## src/rtl/calc_pkg.sv

```systemverilog
// Shared key codes, state and operator encodings for the keypad calculator datapath.
package calc_pkg;

    localparam logic [3:0] KEY_ADD = 4'hA;
    localparam logic [3:0] KEY_SUB = 4'hB;
    localparam logic [3:0] KEY_MUL = 4'hC;
    localparam logic [3:0] KEY_EQ  = 4'hD;
    localparam logic [3:0] KEY_CLR = 4'hE;

    typedef enum logic [1:0] {
        ST_ENT_A = 2'd0,
        ST_ENT_B = 2'd1,
        ST_MUL   = 2'd2,
        ST_DONE  = 2'd3
    } state_t;

    typedef enum logic [1:0] {
        OP_NONE = 2'd0,
        OP_ADD  = 2'd1,
        OP_SUB  = 2'd2,
        OP_MUL  = 2'd3
    } op_t;

    function automatic logic is_digit(input logic [3:0] k);
        return (k <= 4'd9);
    endfunction

endpackage

```

## src/rtl/calc_mul_iter.sv

```systemverilog
// W-cycle shift-add multiplier: start loads operands, done pulses one cycle when product is final.
module calc_mul_iter #(
    parameter int W = 16
) (
    input  logic           clk,
    input  logic           rst,
    input  logic           start,
    input  logic [W-1:0]   a,
    input  logic [W-1:0]   b,
    output logic           done,
    output logic [2*W-1:0] product
);

    localparam int CW = $clog2(W) + 1;

    logic           run;
    logic [CW-1:0]  cnt;
    logic [2*W-1:0] mcand;
    logic [W-1:0]   mplier;
    logic [2*W-1:0] prod;

    always_ff @(posedge clk) begin
        if (rst) begin
            run  <= 1'b0;
            done <= 1'b0;
            cnt  <= '0;
        end else begin
            done <= 1'b0;
            if (start) begin
                run <= 1'b1;
                cnt <= CW'(1);
            end else if (run) begin
                cnt <= cnt + CW'(1);
                if (cnt == CW'(W - 1)) begin
                    run  <= 1'b0;
                    done <= 1'b1;
                end
            end
        end
    end

    // Bit 0 of the multiplier is folded into the start cycle so the last bit lands W cycles later.
    always_ff @(posedge clk) begin
        if (start) begin
            prod   <= b[0] ? {{W{1'b0}}, a} : '0;
            mcand  <= {{(W-1){1'b0}}, a, 1'b0};
            mplier <= b >> 1;
        end else if (run) begin
            prod   <= prod + (mplier[0] ? mcand : '0);
            mcand  <= mcand << 1;
            mplier <= mplier >> 1;
        end
    end

    assign product = prod;

endmodule

```

## src/rtl/calc_seq.sv

```systemverilog
// Keypad calculator operand sequencer and arithmetic unit.
// Define CALC_SEQ_CHAIN_EN to let an operator in DONE chain the result into a new operation.
module calc_seq
    import calc_pkg::*;
#(
    parameter int W = 16
) (
    input  logic         clk,
    input  logic         rst,
    input  logic         key_valid,
    input  logic [3:0]   key,
    input  logic         op_a,
    input  logic         op_b,
    input  logic         op_c,
    output logic [W-1:0] disp,
    output logic         neg,
    output logic         ovf,
    output logic         result_valid,
    output logic         busy
);

    state_t         state, state_nxt;
    op_t            op, op_nxt, sel_op;
    logic [W-1:0]   opnd_a, opnd_a_nxt;
    logic [W-1:0]   opnd_b, opnd_b_nxt;
    logic [W-1:0]   disp_nxt;
    logic           neg_nxt, ovf_nxt, rv_nxt;
    logic           mul_start, mul_done;
    logic [2*W-1:0] mul_prod;
    logic           op_any, op_multi, op_one;
    logic [W:0]     add_sum;
    logic [W+3:0]   acc_val;

    // Decimal shift-in evaluated wide so an overflowing digit can be detected and dropped.
    function automatic logic [W+3:0] dec_acc(input logic [W-1:0] v, input logic [3:0] d);
        return ({4'b0, v} << 3) + ({4'b0, v} << 1) + {{W{1'b0}}, d};
    endfunction

    assign op_any   = op_a | op_b | op_c;
    assign op_multi = (op_a & op_b) | (op_a & op_c) | (op_b & op_c);
    assign op_one   = op_any & ~op_multi;
    assign sel_op   = op_a ? OP_ADD : (op_b ? OP_SUB : OP_MUL);
    assign add_sum  = {1'b0, opnd_a} + {1'b0, opnd_b};
    assign acc_val  = dec_acc((state == ST_ENT_B) ? opnd_b : opnd_a, key);

    calc_mul_iter #(.W(W)) u_mul (
        .clk     (clk),
        .rst     (rst),
        .start   (mul_start),
        .a       (opnd_a),
        .b       (opnd_b),
        .done    (mul_done),
        .product (mul_prod)
    );

    always_comb begin
        state_nxt  = state;
        op_nxt     = op;
        opnd_a_nxt = opnd_a;
        opnd_b_nxt = opnd_b;
        disp_nxt   = disp;
        neg_nxt    = neg;
        ovf_nxt    = ovf;
        rv_nxt     = 1'b0;
        mul_start  = 1'b0;
        if (state == ST_MUL) begin
            if (mul_done) begin
                disp_nxt  = mul_prod[W-1:0];
                ovf_nxt   = |mul_prod[2*W-1:W];
                rv_nxt    = 1'b1;
                state_nxt = ST_DONE;
            end
        end else if (key_valid && !op_multi) begin
            if (op_one) begin
                case (state)
                    ST_ENT_A: begin
                        op_nxt     = sel_op;
                        opnd_b_nxt = '0;
                        disp_nxt   = '0;
                        state_nxt  = ST_ENT_B;
                    end
                    ST_ENT_B: op_nxt = sel_op;
`ifdef CALC_SEQ_CHAIN_EN
                    ST_DONE: begin
                        if (!neg) begin
                            opnd_a_nxt = disp;
                            op_nxt     = sel_op;
                            opnd_b_nxt = '0;
                            disp_nxt   = '0;
                            ovf_nxt    = 1'b0;
                            state_nxt  = ST_ENT_B;
                        end
                    end
`endif
                    default: ;
                endcase
            end else if (key == KEY_CLR) begin
                state_nxt  = ST_ENT_A;
                op_nxt     = OP_NONE;
                opnd_a_nxt = '0;
                opnd_b_nxt = '0;
                disp_nxt   = '0;
                neg_nxt    = 1'b0;
                ovf_nxt    = 1'b0;
            end else if (is_digit(key)) begin
                if (state == ST_DONE) begin
                    opnd_a_nxt = {{(W-4){1'b0}}, key};
                    opnd_b_nxt = '0;
                    op_nxt     = OP_NONE;
                    disp_nxt   = {{(W-4){1'b0}}, key};
                    neg_nxt    = 1'b0;
                    ovf_nxt    = 1'b0;
                    state_nxt  = ST_ENT_A;
                end else if (acc_val[W+3:W] == 4'd0) begin
                    disp_nxt = acc_val[W-1:0];
                    if (state == ST_ENT_B) opnd_b_nxt = acc_val[W-1:0];
                    else                   opnd_a_nxt = acc_val[W-1:0];
                end
            end else if (key == KEY_EQ && state == ST_ENT_B) begin
                case (op)
                    OP_ADD: begin
                        disp_nxt  = add_sum[W-1:0];
                        ovf_nxt   = add_sum[W];
                        neg_nxt   = 1'b0;
                        rv_nxt    = 1'b1;
                        state_nxt = ST_DONE;
                    end
                    OP_SUB: begin
                        disp_nxt  = (opnd_a >= opnd_b) ? opnd_a - opnd_b : opnd_b - opnd_a;
                        neg_nxt   = (opnd_a < opnd_b);
                        ovf_nxt   = 1'b0;
                        rv_nxt    = 1'b1;
                        state_nxt = ST_DONE;
                    end
                    OP_MUL: begin
                        mul_start = 1'b1;
                        state_nxt = ST_MUL;
                    end
                    default: ;
                endcase
            end
        end
    end

    always_ff @(posedge clk) begin
        if (rst) begin
            state        <= ST_ENT_A;
            op           <= OP_NONE;
            opnd_a       <= '0;
            opnd_b       <= '0;
            disp         <= '0;
            neg          <= 1'b0;
            ovf          <= 1'b0;
            result_valid <= 1'b0;
        end else begin
            state        <= state_nxt;
            op           <= op_nxt;
            opnd_a       <= opnd_a_nxt;
            opnd_b       <= opnd_b_nxt;
            disp         <= disp_nxt;
            neg          <= neg_nxt;
            ovf          <= ovf_nxt;
            result_valid <= rv_nxt;
        end
    end

    assign busy = (state == ST_MUL);

endmodule

```

## config.mk

```make
export PLATFORM = sky130hd
export DESIGN_NAME = calc_seq
export DESIGN_NICKNAME = d
export VERILOG_FILES = /design/src/rtl/calc_pkg.sv /design/src/rtl/calc_mul_iter.sv /design/src/rtl/calc_seq.sv
export SDC_FILE = /design/constraint.sdc
export NUM_CORES = 1
export LEC_CHECK = 0
export CAP_MARGIN = 40
export CORE_MARGIN = 2
export CORE_UTILIZATION = 45
export CTS_BUF_LIST = sky130_fd_sc_hd__clkbuf_4
export CTS_CLUSTER_DIAMETER = 40
export CTS_CLUSTER_SIZE = 40
export DETAILED_ROUTE_END_ITERATION = 10
export DONT_BUFFER_PORTS = 1
export HOLD_SLACK_MARGIN = 0.02
export MAX_ROUTING_LAYER = met4
export REMOVE_ABC_BUFFERS = 1
export SLEW_MARGIN = 20
export SYNTH_ARGS = -nofsm -noshare
export SYNTH_HDL_FRONTEND = slang
export SYNTH_SLANG_ARGS = --single-unit
```

## constraint.sdc

```tcl
create_clock -name clk -period 8.61 [get_ports clk]
set_input_delay 1.722 -clock clk [delete_from_list [all_inputs] [get_ports clk]]
set_output_delay 1.722 -clock clk [all_outputs]
set_load 0.02 [all_outputs]
```

# Word level (Yosys, flattened, before mapping)
# Cells that the tools add are included.
dict set report classes {
  n_lt_le_gt_ge 3
  n_mux 82
  n_eq_ne 19
  bitwise 12
  n_reduce_logical 32
  n_addsub 7
}
# cell count
set ops {}
lappend ops {{$mux W16} 24}
lappend ops {{$mux W32} 3}
lappend ops {{$reduce_and A6 Y1} 6}
lappend ops {{$mux W17} 2}
lappend ops {{$mux W1} 33}
lappend ops {{$add A32 B32 Y32} 1}
lappend ops {{$pmux W16 S2} 1}
lappend ops {{$sub A16 B16 Y16} 2}
lappend ops {{$mux W15} 2}
lappend ops {{$mux W2} 14}
lappend ops {{$add A19 B17 Y20} 1}
lappend ops {{$add A20 B4 Y20} 1}
lappend ops {{$add A16 B16 Y17} 1}
lappend ops {{$ge A16 B16 Y1} 1}
lappend ops {{$lt A16 B16 Y1} 1}
lappend ops {{$reduce_bool A4 Y1} 4}
lappend ops {{$reduce_or A16 Y1} 1}
lappend ops {{$reduce_bool A3 Y1} 4}
lappend ops {{$reduce_bool A6 Y1} 2}
lappend ops {{$reduce_bool A5 Y1} 2}
lappend ops {{$eq A2 B2 Y1 const B} 4}
lappend ops {{$eq A4 B4 Y1 const B} 2}
lappend ops {{$ne A3 B2 Y1 const B} 2}
lappend ops {{$ne A6 B4 Y1 const B} 1}
lappend ops {{22 further kinds} 40}
dict set report totals {
  output_inout_bits 20
  inputBits 10
  register_bits 140
  wordCells 171
}

# Logic depth before layout (Yosys ltp)
# Gate-level depths: netlist of run 1.
dict set report logic_depth {
  ltp_word 12
  mapped_depth 20
  depth_no_buf 16
}

# Cells and area by module
# Synthesis of run 1 repeated with hierarchy kept, for this count alone.
dict set report hier_totals {
  hier_cells 1359
  hier_area_um2 11541.1
}
# module instances area_each_um2 cells_per_inst seq_area_each_um2
set by_module_without_submodules {}
lappend by_module_without_submodules {calc_seq 1 6229.7 834 1101.1}
lappend by_module_without_submodules {calc_mul_iter 1 5311.3 525 2332.2}

# Least setup slack after synthesis of run 1
# No wires, ideal clock.
dict set report synth_path {
  kind {input to register}
  startpoint {input port key[3]}
  endpoint {register opnd_b[10]}
  arrival_ns 4.606
  setup_time_ns 0.128
  path_buffers 2
  required_time_ns 8.482
  path_stages 14
  setup_slack_ns 3.877
  path_cell_list {fa_1 -> inv_1 -> fa_1 -> nor2b_1 -> o31ai_2 -> a21oi_1 -> o21ai_0 -> a2111oi_2 -> nor3_2 -> a41o_1 -> buf_2 -> buf_4 -> mux2i_1 -> nor2_1}
}
dict set report synth_via {
  elab_chain_cells 7
  word_cells_on_any_way 14
  classes_between {1 x add/sub; 1 x order compare; 1 x eq/ne; 6 x mux; 5 x reduce/logical}
}
# element line
set synth_rtl {}
lappend synth_rtl {{start: declaration} calc_seq.sv:11} ;# input logic [3:0] key,
lappend synth_rtl {{$add A20 B4 Y20} calc_seq.sv:36} ;# return ({4'b0, v} << 3) + ({4'b0, v} << 1) + {{W{1'b0}}, d};
lappend synth_rtl {{$mux W16} calc_seq.sv:116} ;# if (state == ST_ENT_B) opnd_b_nxt = acc_val[W-1:0];
lappend synth_rtl {{$mux W16} calc_seq.sv:114} ;# end else if (acc_val[W+3:W] == 4'd0) begin
lappend synth_rtl {{$mux W16} calc_seq.sv:106} ;# if (state == ST_DONE) begin
lappend synth_rtl {{$mux W16} calc_seq.sv:105} ;# end else if (is_digit(key)) begin
lappend synth_rtl {{$mux W16} calc_seq.sv:97} ;# end else if (key == KEY_CLR) begin
lappend synth_rtl {{$mux W16} calc_seq.sv:74} ;# if (op_one) begin
lappend synth_rtl {{end signal: assignment} calc_seq.sv:159} ;# opnd_b <= opnd_b_nxt;
lappend synth_rtl {{end: declaration} calc_seq.sv:25} ;# logic [W-1:0] opnd_b, opnd_b_nxt;
# Several ways; a longest one is shown, not always the timed one. The select of a mux whose other input is x is not followed.
# A chain may end at the register's enable or synchronous reset.

# Worst setup path in the final report of run 1
dict set report layout_path {
  startpoint {register state[0]}
  endpoint {register opnd_a[7]}
}
dict set report layout_via {
  elab_chain_cells 9
  word_cells_on_any_way 16
  classes_between {2 x add/sub; 4 x eq/ne; 6 x mux; 1 x bitwise; 3 x reduce/logical}
}
# element line
set layout_rtl {}
lappend layout_rtl {{start: declaration} calc_seq.sv:22} ;# state_t state, state_nxt;
lappend layout_rtl {{start signal: assignment} calc_seq.sv:156} ;# state <= state_nxt;
lappend layout_rtl {{$eq A2 B1 Y1} {calc_seq.sv:44, calc_seq.sv:116}}
lappend layout_rtl {{$mux W16} calc_seq.sv:44} ;# assign acc_val = dec_acc((state == ST_ENT_B) ? opnd_b : opnd_a, key);
lappend layout_rtl {{$add A19 B17 Y20} calc_seq.sv:36}
lappend layout_rtl {{$add A20 B4 Y20} calc_seq.sv:36}
lappend layout_rtl {{$mux W16} calc_seq.sv:116}
lappend layout_rtl {{$mux W16} calc_seq.sv:114}
lappend layout_rtl {{$mux W16} calc_seq.sv:106}
lappend layout_rtl {{$mux W16} calc_seq.sv:105}
lappend layout_rtl {{$mux W16} calc_seq.sv:97}
lappend layout_rtl {{end signal: assignment} calc_seq.sv:158} ;# opnd_a <= opnd_a_nxt;
lappend layout_rtl {{end: declaration} calc_seq.sv:24} ;# logic [W-1:0] opnd_a, opnd_a_nxt;
# Several ways; a longest one is shown, not always the timed one. The select of a mux whose other input is x is not followed.

==> results of run 1 <==
==> metal layers <==
metal	GRT usage, %	vias to the layer above	share of wire [%]
li1	-	4805	-
met1	40.3	4740	50
met2	38.2	338	41
met3	4.24	30	7.1
met4	6.17	0	1.5
met5	-	-	0
==> cells by family after synthesis <==
logic type,synth area share (%)
xor+xnor,4.48
buf+inv,4.79
compound gates,23.5
flops,30.8
mux,4.31
fa+ha+maj,13.8
simple gates,18.4
==> report_power, final <==
part           leakage, µW  internal [µW]  total [µW]  switching, µW
Clock             0.000126            146         424            278
Sequential         0.00119            698         721           22.5
Combinational      0.00343           86.8         230            143
Total              0.00475            931        1380            444
==> per-stage QoR <==
step | hold slack [ns] | util, % | power [µW] | cells
4_1_cts | 0.501 | 48.0 | 1370 | 1638
2_1_floorplan | 0.456 | - | 887 | 1265
3_3_place_gp | 0.470 | 46.9 | 955 | 1603
5_1_grt | 0.530 | 48.2 | 1430 | 1641
6_report | 0.500 | 48.2 | 1380 | 1641
3_5_place_dp | 0.475 | 47.0 | 956 | 1606
==> flip-flops by register name (all words and copies together), names as in the netlist, 5 cells and up <==
name	count
opnd_b	16
u_mul.mplier	15
u_mul.cnt	5
disp	16
u_mul.mcand	31
u_mul.product	32
opnd_a	16
==> final timing paths <==
path,start,endpoint,slack (ns),cells after the start
setup / recovery,state[0],opnd_a[7],3.63,14
hold / removal,u_mul.cnt[4],u_mul.cnt[4],0.50,2
setup reg to reg,state[0],opnd_a[7],3.63,14
hold reg to reg,u_mul.cnt[4],u_mul.cnt[4],0.50,2
==> critical path: cells and delay by family, from the launching register on <==
family                     cells  cell delay [ns]
DFF                            1             0.62
and+or+nand+nor                4             1.30
adders and majority gates      2             0.83
AOI/OAI and AO/OA              7             1.90
buffers and inverters          1             0.24
==> cell usage in the layout (no fill, tap or decap), types with 11 or more instances in the layout <==
cell,count
a31oi_1,11
nor2_1,136
edfxtp_1,63
and2_1,33
nor2b_1,11
a211oi_1,24
xnor2_1,32
o21a_1,14
o31ai_1,19
nand2_1,125
dfxtp_1,77
a21oi_1,85
nand2b_1,15
clkbuf_4,18
ha_1,113
o21ai_0,102
buf_4,16
nor3_1,28
inv_1,66
mux2i_1,39
nand3_1,38
xor2_1,25
nor4_1,11
a21o_1,33
==> layout make-up <==
cell class,instances,share of cell area [%]
antenna,1,0.0213
clock buffer,18,1.15
clock inverter,14,1.02
inverter,69,2.21
multi-input combinational,1056,61.5
sequential,140,29.3
tap,324,3.46
timing repair buffer,19,1.40
==> reports/results.ini, run 1 <==
[routing]
viasPerCell = 6.04
dr_total_vias = 9913
dr.pass1.iters = 6
ant_nets = 0
drtIter0Drc = 1136
wl_per_cell_um = 20.8
drc_errors = 0
wirelength_um = 34100

[sta]
setup_viol = 0
final_hold_viol_count = 0
fin_ws_ns = 3.63
max_freq_mhz = 201
setup_tns_ns = 0
fin_crit_ns = 4.98
rsz0062_at_grt = false
max-slew-margin-rel_pct = 46.5
skew_ns = 0.0282
drv_slew = 0
min_period_over_period_pct = 57.8
worstMarginPinSlew_ns = 0.794

[global_routing]
grt_usage_pct = 27.0
grt-ovfl-total = 0
grt_pass1_wl_um = 53400
grt_max_degree = 74
first_global_vias = 9313
antenna_found_initial = 1

[setup_path]
worstPathCellList = nand2b_1 > buf_4 > o21ai_0 > fa_1 > ha_1 > a211oi_1 > o21ai_1 > a41oi_1 > or3_1 > a41oi_1 > o41ai_2 > nand3_2 > or3b_1 > a21oi_1
crit_type = register to register
crit_arrival_ns = 5.47
cp_max_fo = 33
cp_slowest_cell = dfxtp_1
required_ns = 9.10
crit_top_cell = a41oi_1
cpPeakStageDelay_ns = 0.62
worstSetupStartpointType = register
end_kind = register

[floorplanning]
die_x_um = 161
placementRows = 57
dieArea_mm2 = 0.0261
num_io_pins = 30
initial_core_util_pct = 45.9
dieHeight_um = 161
core-area_mm2 = 0.0243

[final_layout]
area_delta_synth_final_pct = 5.10
fillCellCount = 2385
drive_above_1_share_pct = 6.00
multiInputGateArea_mm2 = 0.00721
seq_area_mm2 = 0.00343
fin_nets = 1432
stdcell_area_mm2 = 0.0117

[yosys]
yosysTopAreaCellShare_pct = 17.0
yosys.area.top_type = edfxtp_1
synth_ff_type = dfxtp_1
synth_area_mm2 = 0.0112
synth.top_cells.by_count = nor2_1 (136), nand2_1 (125), ha_1 (113)
ys_async_sr_fraction_pct = 0
synth_cell_types = 80
avgSynthCellArea_um2 = 8.41
synthTopCellsByArea = edfxtp_1 (17%), dfxtp_1 (14%), ha_1 (13%)
seq_area_frac_synth_pct = 30.8
synth_edf_count = 63
synth_cells = 1326
synth-seq-cells = 140
yosysMostFrequentCell = nor2_1
yosys_warnings = 0

[clock_tree]
cts_resized = 0
htreeDepth = 4
tritoncts = done
cts_buffers = 17
cts_buffer_depth = 2
cts_sinks = 140
postCtsHoldBufs = 0
worstSkewPairLatency_ns = 0.57
post_cts_buffers = 0
cts-root-buf = clkbuf_4
path_clk_slew_ns = 0.15

[place]
gp_congestion = 0.941
port_buffers = 0
hpwl_um = 25900
dpl_cell_area_mm2 = 0.0114
post-place-ws_ns = 3.16

[power]
p_leak_uw = 0.00475
peakVddDrop_mv = 0.0711
power_density_mw_per_mm2 = 117

[hold_path]
hold_class = register to register

[job]
max-cap-violations = 0

[outcome]
outcome = completed

Note: power is estimated with default switching activity, not from simulation.
==> run 2, diff against run 1 <==
- clock period: 8.61 -> 4.2 ns (I/O delays scaled with it)
==> reports/results.ini, run 2 (synthesis gave the netlist of run 1 again) <==
[sta]
min_period_over_period_pct = 95.2  ; +37 points
fin_ws_ns = 0.202  ; -3.43 ns
skew_ns = 0.0348  ; +0.00658 ns
worstMarginPinSlew_ns = 0.832  ; +0.0382 ns
whs_ns = 0.320  ; -0.179 ns
max-slew-margin-rel_pct = 44.3  ; -2.2 points
max_freq_mhz = 250  ; +24%
setup_viol = 0  ; unchanged
final_hold_viol_count = 0  ; unchanged
drv_slew = 0  ; unchanged
fin_crit_ns = 4.00  ; -0.979 ns

[floorplanning]
num_io_pins = 30  ; unchanged
placementRows = 57  ; unchanged
dieArea_mm2 = 0.0261  ; unchanged
initial_core_util_pct = 45.9  ; unchanged
dieHeight_um = 161  ; unchanged
die_x_um = 161  ; unchanged
core-area_mm2 = 0.0243  ; unchanged

[final_layout]
final_common_cell = nor2_1
largest_reg_flops = 32  ; unchanged
final_util_pct = 50.2  ; +2.0 points
fillCellCount = 2352  ; -1.4%
fin_cells = 1689  ; +2.9%
multiInputGateArea_mm2 = 0.00725  ; +0.63%
mostFrequentLayoutCells = nor2_1 (136), nand2_1 (125), ha_1 (112), o21ai_0 (96), a21oi_1 (84)
fin_nets = 1480  ; +3.4%
seq_area_mm2 = 0.00343  ; unchanged
drive_above_1_share_pct = 10.2  ; +4.2 points
area_delta_synth_final_pct = 9.40
stdcell_area_mm2 = 0.0122  ; +4.1%

[place]
gp_congestion = 1.05  ; +11%
dp_cells = 1655  ; +3.1%
post-place-ws_ns = 0.121  ; -3.04 ns
port_buffers = 0  ; unchanged
hpwl_um = 26500  ; +2.4%
dpl_cell_area_mm2 = 0.0118  ; +3.6%

[clock_tree]
path_clk_slew_ns = 0.15  ; about the same
cts_buffer_depth = 2  ; unchanged
postCtsHoldBufs = 0  ; unchanged
cts_buffers = 17  ; unchanged
worstSkewPairLatency_ns = 0.56  ; about the same
tritoncts = done
cts-root-buf = clkbuf_4
cts_sinks = 140  ; unchanged
htreeDepth = 4  ; unchanged

[setup_path]
cp-endpoint = opnd_b[6]
end_kind = register
crit_type = register to register
cp.depth = 18  ; +4
cp_max_fo = 28  ; -15%
cpPeakStageDelay_ns = 0.37  ; -0.25 ns
rr_endpoint = opnd_b[6]
worstSetupStartpointType = register
worst-path-buf-inv = 5  ; +4
required_ns = 4.68  ; -4.42 ns
worstPathCellList = nand2b_2 > buf_12 > o21ai_0 > ha_1 > ha_1 > buf_4 > and4_1 > nand3_1 > a21oi_2 > o21ai_0 > a2111oi_2 > buf_4 > nor3_2 > buf_4 > a41o_1 > buf_12 > nand2b_1 > a21oi_1
r2r_slack_ns = 0.20  ; -3.43 ns
crit_top_cell = buf_4
crit_start = state[1]
crit_family = compound AO/OA/AOI/OAI gates
cp_slowest_cell = a2111oi_2
worstReg2RegStart = state[1]
crit_arrival_ns = 4.48  ; -0.99 ns
reg2reg_depth = 18  ; +4

[global_routing]
use_met3_pct = 3.26  ; -0.98 points
grt-ovfl-total = 0  ; unchanged
top_usage_layer = met1
grt_pass1_wl_um = 52800  ; -1.1%
grt_max_degree = 67  ; -9.5%
antenna_found_initial = 1  ; unchanged
first_global_vias = 9340  ; +0.29%
grt_usage_pct = 26.7  ; -0.31 points
grt.met2_usage_pct = 38.9  ; +0.68 points
met1_usage_pct = 39.3  ; -1.0 points

[power]
power_density_mw_per_mm2 = 241  ; +110%
p_leak_uw = 0.00504  ; +6.1%
peakVddDrop_mv = 0.163  ; +130%

[routing]
dr_total_vias = 10000  ; +1.2%
drc_errors = 0  ; unchanged
viasPerCell = 5.94  ; -1.7%
dr.pass1.iters = 7  ; +1
wirelength_um = 34000  ; -0.39%
ant_nets = 0  ; unchanged
drtIter0Drc = 1071  ; -5.7%
wl_per_cell_um = 20.1  ; -3.2%

[hold_path]
hold_class = input port to register
min_from = rst

[outcome]
outcome = completed

[job]
max-cap-violations = 0  ; unchanged

[run 2: cell types whose count changed in the layout (fill, tap and decap cells not counted), moves of 3 or more]
cell	delta
o21ai_0	-6
clkinvlp_4	-4
o21ai_1	+6
buf_4	+45
clkinv_4	+3
buf_12	+4
[run 2: how the worst min path moves through the flow]
| stage | end | depth (start not counted) |
|---|---|---|
| global route | disp[4] | 1 |
| detailed placement | u_mul.cnt[4] | 2 |
| floorplan | result_valid | 2 |
| global placement | u_mul.cnt[4] | 2 |
| finish | disp[4] | 1 |
| CTS | disp[4] | 1 |
[run 2: cell type report]
| type | instances | share of cell area, % |
|---|---|---|
| Clock buffer | 18 | 1.11 |
| Sequential cell | 140 | 28.1 |
| Timing Repair Buffer | 67 | 4.49 |
| Antenna cell | 1 | 0.0205 |
| Inverter | 69 | 2.12 |
| Tap cell | 324 | 3.32 |
| Multi-Input combinational cell | 1056 | 59.4 |
| Clock inverter | 14 | 1.39 |
[run 2: per-stage QoR]
stage          setup TNS (ns)  power (µW)
4_1_cts                     0        2950
3_5_place_dp                0        1980
5_1_grt               -0.0851        3060
3_3_place_gp                0        1980
6_report                    0        2940
2_1_floorplan          -34.31        1820
[run 2: per-layer routing]
metal / part of all wire (%) / vias up
met2: 42 / 359
met3: 7.7 / 35
met4: 1.6 / 0
met5: 0 / -
li1: - / 4906
met1: 48 / 4734
[run 2: repair_timing]
item | CTS | global route
resized for setup | 0 | 18
setup endpoints to repair | 0 | 48
buffers inserted | 0 | 1
hold endpoints to repair | 0 | 0
[run 2: power breakdown]
group          total (µW)  switching, µW  internal [µW]  leakage (µW)
combinational         500            306            195       0.00368
clock                 975            553            423      0.000167
sequential           1470           37.1           1430       0.00119
[run 2: worst register-to-register path: stages (launching register included)]
cell and delay [ns]:
dfxtp_1 0.33, nand2b_2 0.23, buf_12 0.18, o21ai_0 0.33, ha_1 0.30, ha_1 0.30, buf_4 0.14, and4_1 0.26
nand3_1 0.12, a21oi_2 0.17, o21ai_0 0.13, a2111oi_2 0.37, buf_4 0.18, nor3_2 0.03, buf_4 0.16, a41o_1 0.26
buf_12 0.17, nand2b_1 0.15, a21oi_1 0.12
==> run 3, diff against run 2 <==
- REMOVE_ABC_BUFFERS: 1 -> default
- SLEW_MARGIN: 20 -> default
==> reports/results.ini, run 3 (synthesis gave the netlist of run 1 again) <==
[routing]
ant_nets = 0  ; unchanged
wl_per_cell_um = 19.9  ; -1.3%
drc_errors = 0  ; unchanged
drtIter0Drc = 971  ; -9.3%
viasPerCell = 5.93  ; -0.19%
dr.pass1.iters = 6  ; -1
wirelength_um = 33900  ; -0.44%
dr_total_vias = 10100  ; +0.70%

[sta]
final_hold_viol_count = 0  ; unchanged
max_freq_mhz = 249  ; -0.52%
max-slew-margin-rel_pct = 43.2  ; -1.2 points
worstMarginPinSlew_ns = 0.852  ; +0.0204 ns
fin_crit_ns = 4.02  ; +0.0207 ns
setup_tns_ns = 0  ; unchanged
min_period_over_period_pct = 95.7  ; +0.49 points
fin_ws_ns = 0.182  ; -0.0207 ns
drv_slew = 0  ; unchanged
setup_viol = 0  ; unchanged
skew_ns = 0.0363  ; +0.00147 ns

[setup_path]
crit_type = register to register
cp_max_fo = 10  ; -64%
crit_arrival_ns = 4.51  ; +0.03 ns
required_ns = 4.70  ; +0.02 ns
worstSetupStartpointType = register
end_kind = register

[floorplanning]
dieArea_mm2 = 0.0261  ; unchanged
initial_core_util_pct = 45.9  ; unchanged
core-area_mm2 = 0.0243  ; unchanged
die_x_um = 161  ; unchanged
num_io_pins = 30  ; unchanged
placementRows = 57  ; unchanged
dieHeight_um = 161  ; unchanged

[global_routing]
grt-ovfl-total = 0  ; unchanged
grt_usage_pct = 26.9  ; +0.17 points
grt_max_degree = 67  ; unchanged
antenna_found_initial = 1  ; unchanged
first_global_vias = 9460  ; +1.3%
grt_pass1_wl_um = 53600  ; +1.4%

[final_layout]
final_common_cell = nor2_1
fin_nets = 1495  ; +1.0%
stdcell_area_mm2 = 0.0123  ; +0.77%
area_delta_synth_final_pct = 10.2
fillCellCount = 2332  ; -0.85%
mostFrequentLayoutCells = nor2_1 (136), nand2_1 (125), ha_1 (113), o21ai_0 (88), a21oi_1 (84)
largest_reg_flops = 32  ; unchanged
fin_cells = 1704  ; +0.89%
drive_above_1_share_pct = 10.9  ; +0.69 points

[power]
p_leak_uw = 0.00511  ; +1.5%
peakVddDrop_mv = 0.163  ; -0.36%
power_density_mw_per_mm2 = 233  ; -3.3%

[place]
port_buffers = 0  ; unchanged
hpwl_um = 26300  ; -0.76%
dpl_cell_area_mm2 = 0.0120  ; +1.2%
dp_cells = 1671  ; +0.97%
post-place-ws_ns = 0.0120  ; -0.109 ns
gp_congestion = 0.990  ; -5.3%

[hold_path]
hold_class = input port to register

[job]
max-cap-violations = 0  ; unchanged

[clock_tree]
cts-root-buf = clkbuf_4
cts_sinks = 140  ; unchanged
path_clk_slew_ns = 0.14  ; about the same
postCtsHoldBufs = 0  ; unchanged
cts_buffers = 17  ; unchanged
cts_buffer_depth = 2  ; unchanged
htreeDepth = 4  ; unchanged
tritoncts = done
worstSkewPairLatency_ns = 0.58  ; +0.02 ns
post_cts_buffers = 0  ; unchanged

[yosys]
synth_nets = 1455

[outcome]
outcome = completed

run 3: stage by stage:
| step | power [µW] | hold slack (ns) | utilization (%) |
|---|---|---|---|
| 2_1_floorplan | 1840 | 0.457 | - |
| 3_3_place_gp | 2000 | 0.471 | 49.2 |
| 3_5_place_dp | 2000 | 0.478 | 49.3 |
| 4_1_cts | 2870 | 0.291 | 50.4 |
| 5_1_grt | 2970 | 0.275 | 50.6 |
| 6_report | 2870 | 0.319 | 50.6 |
run 3: timing repair:
action / in CTS / in global routing
endpoints found under the setup margin: 8 / 48
pin swaps: 0 / 2
resized for setup: 1 / 23
run 3: report_power, final:
part | leakage, µW | internal [µW] | switching (µW)
Sequential | 0.00119 | 1430 | 42.2
Combinational | 0.00378 | 203 | 311
Clock | 0.000147 | 304 | 576
run 3: cell type report:
type	instances	area, µm²	area share [%]
Clock buffer	17	128	1.04
Clock inverter	15	138	1.12
Tap cell	324	405	3.30
Timing Repair Buffer	82	692	5.63
Inverter	69	259	2.11
Antenna cell	1	2.50	0.0203
Multi-Input combinational cell	1056	7240	58.9
Sequential cell	140	3430	27.9
run 3: critical path: stages (launching register included):
cell	delay, ns
dfxtp_1	0.33
nand2b_2	0.22
buf_4	0.18
nand2_1	0.06
o21ai_1	0.09
ha_1	0.30
ha_1	0.18
inv_1	0.06
fa_1	0.39
nor2b_2	0.15
o31ai_2	0.09
a211oi_1	0.28
or2_2	0.17
a41oi_1	0.11
buf_4	0.18
o41ai_2	0.35
nand3_2	0.22
buf_12	0.21
mux2_2	0.27
nor2_1	0.11
run 3: worst paths after layout:
path,startpoint,endpoint,slack [ns],depth (start not counted)
min reg2reg,u_mul.cnt[4],u_mul.cnt[4],0.50,2
max,state[1],opnd_a[5],0.18,19
max reg2reg,state[1],opnd_a[5],0.18,19
min,rst,op[1],0.32,1
run 3: metal layers:
layer	track usage [%]	share of wire [%]	up-vias
li1	-	-	4930
met4	6.33	1.4	0
met5	-	0	-
met1	38.3	48	4795
met2	40.7	45	346
met3	3.42	6.5	33
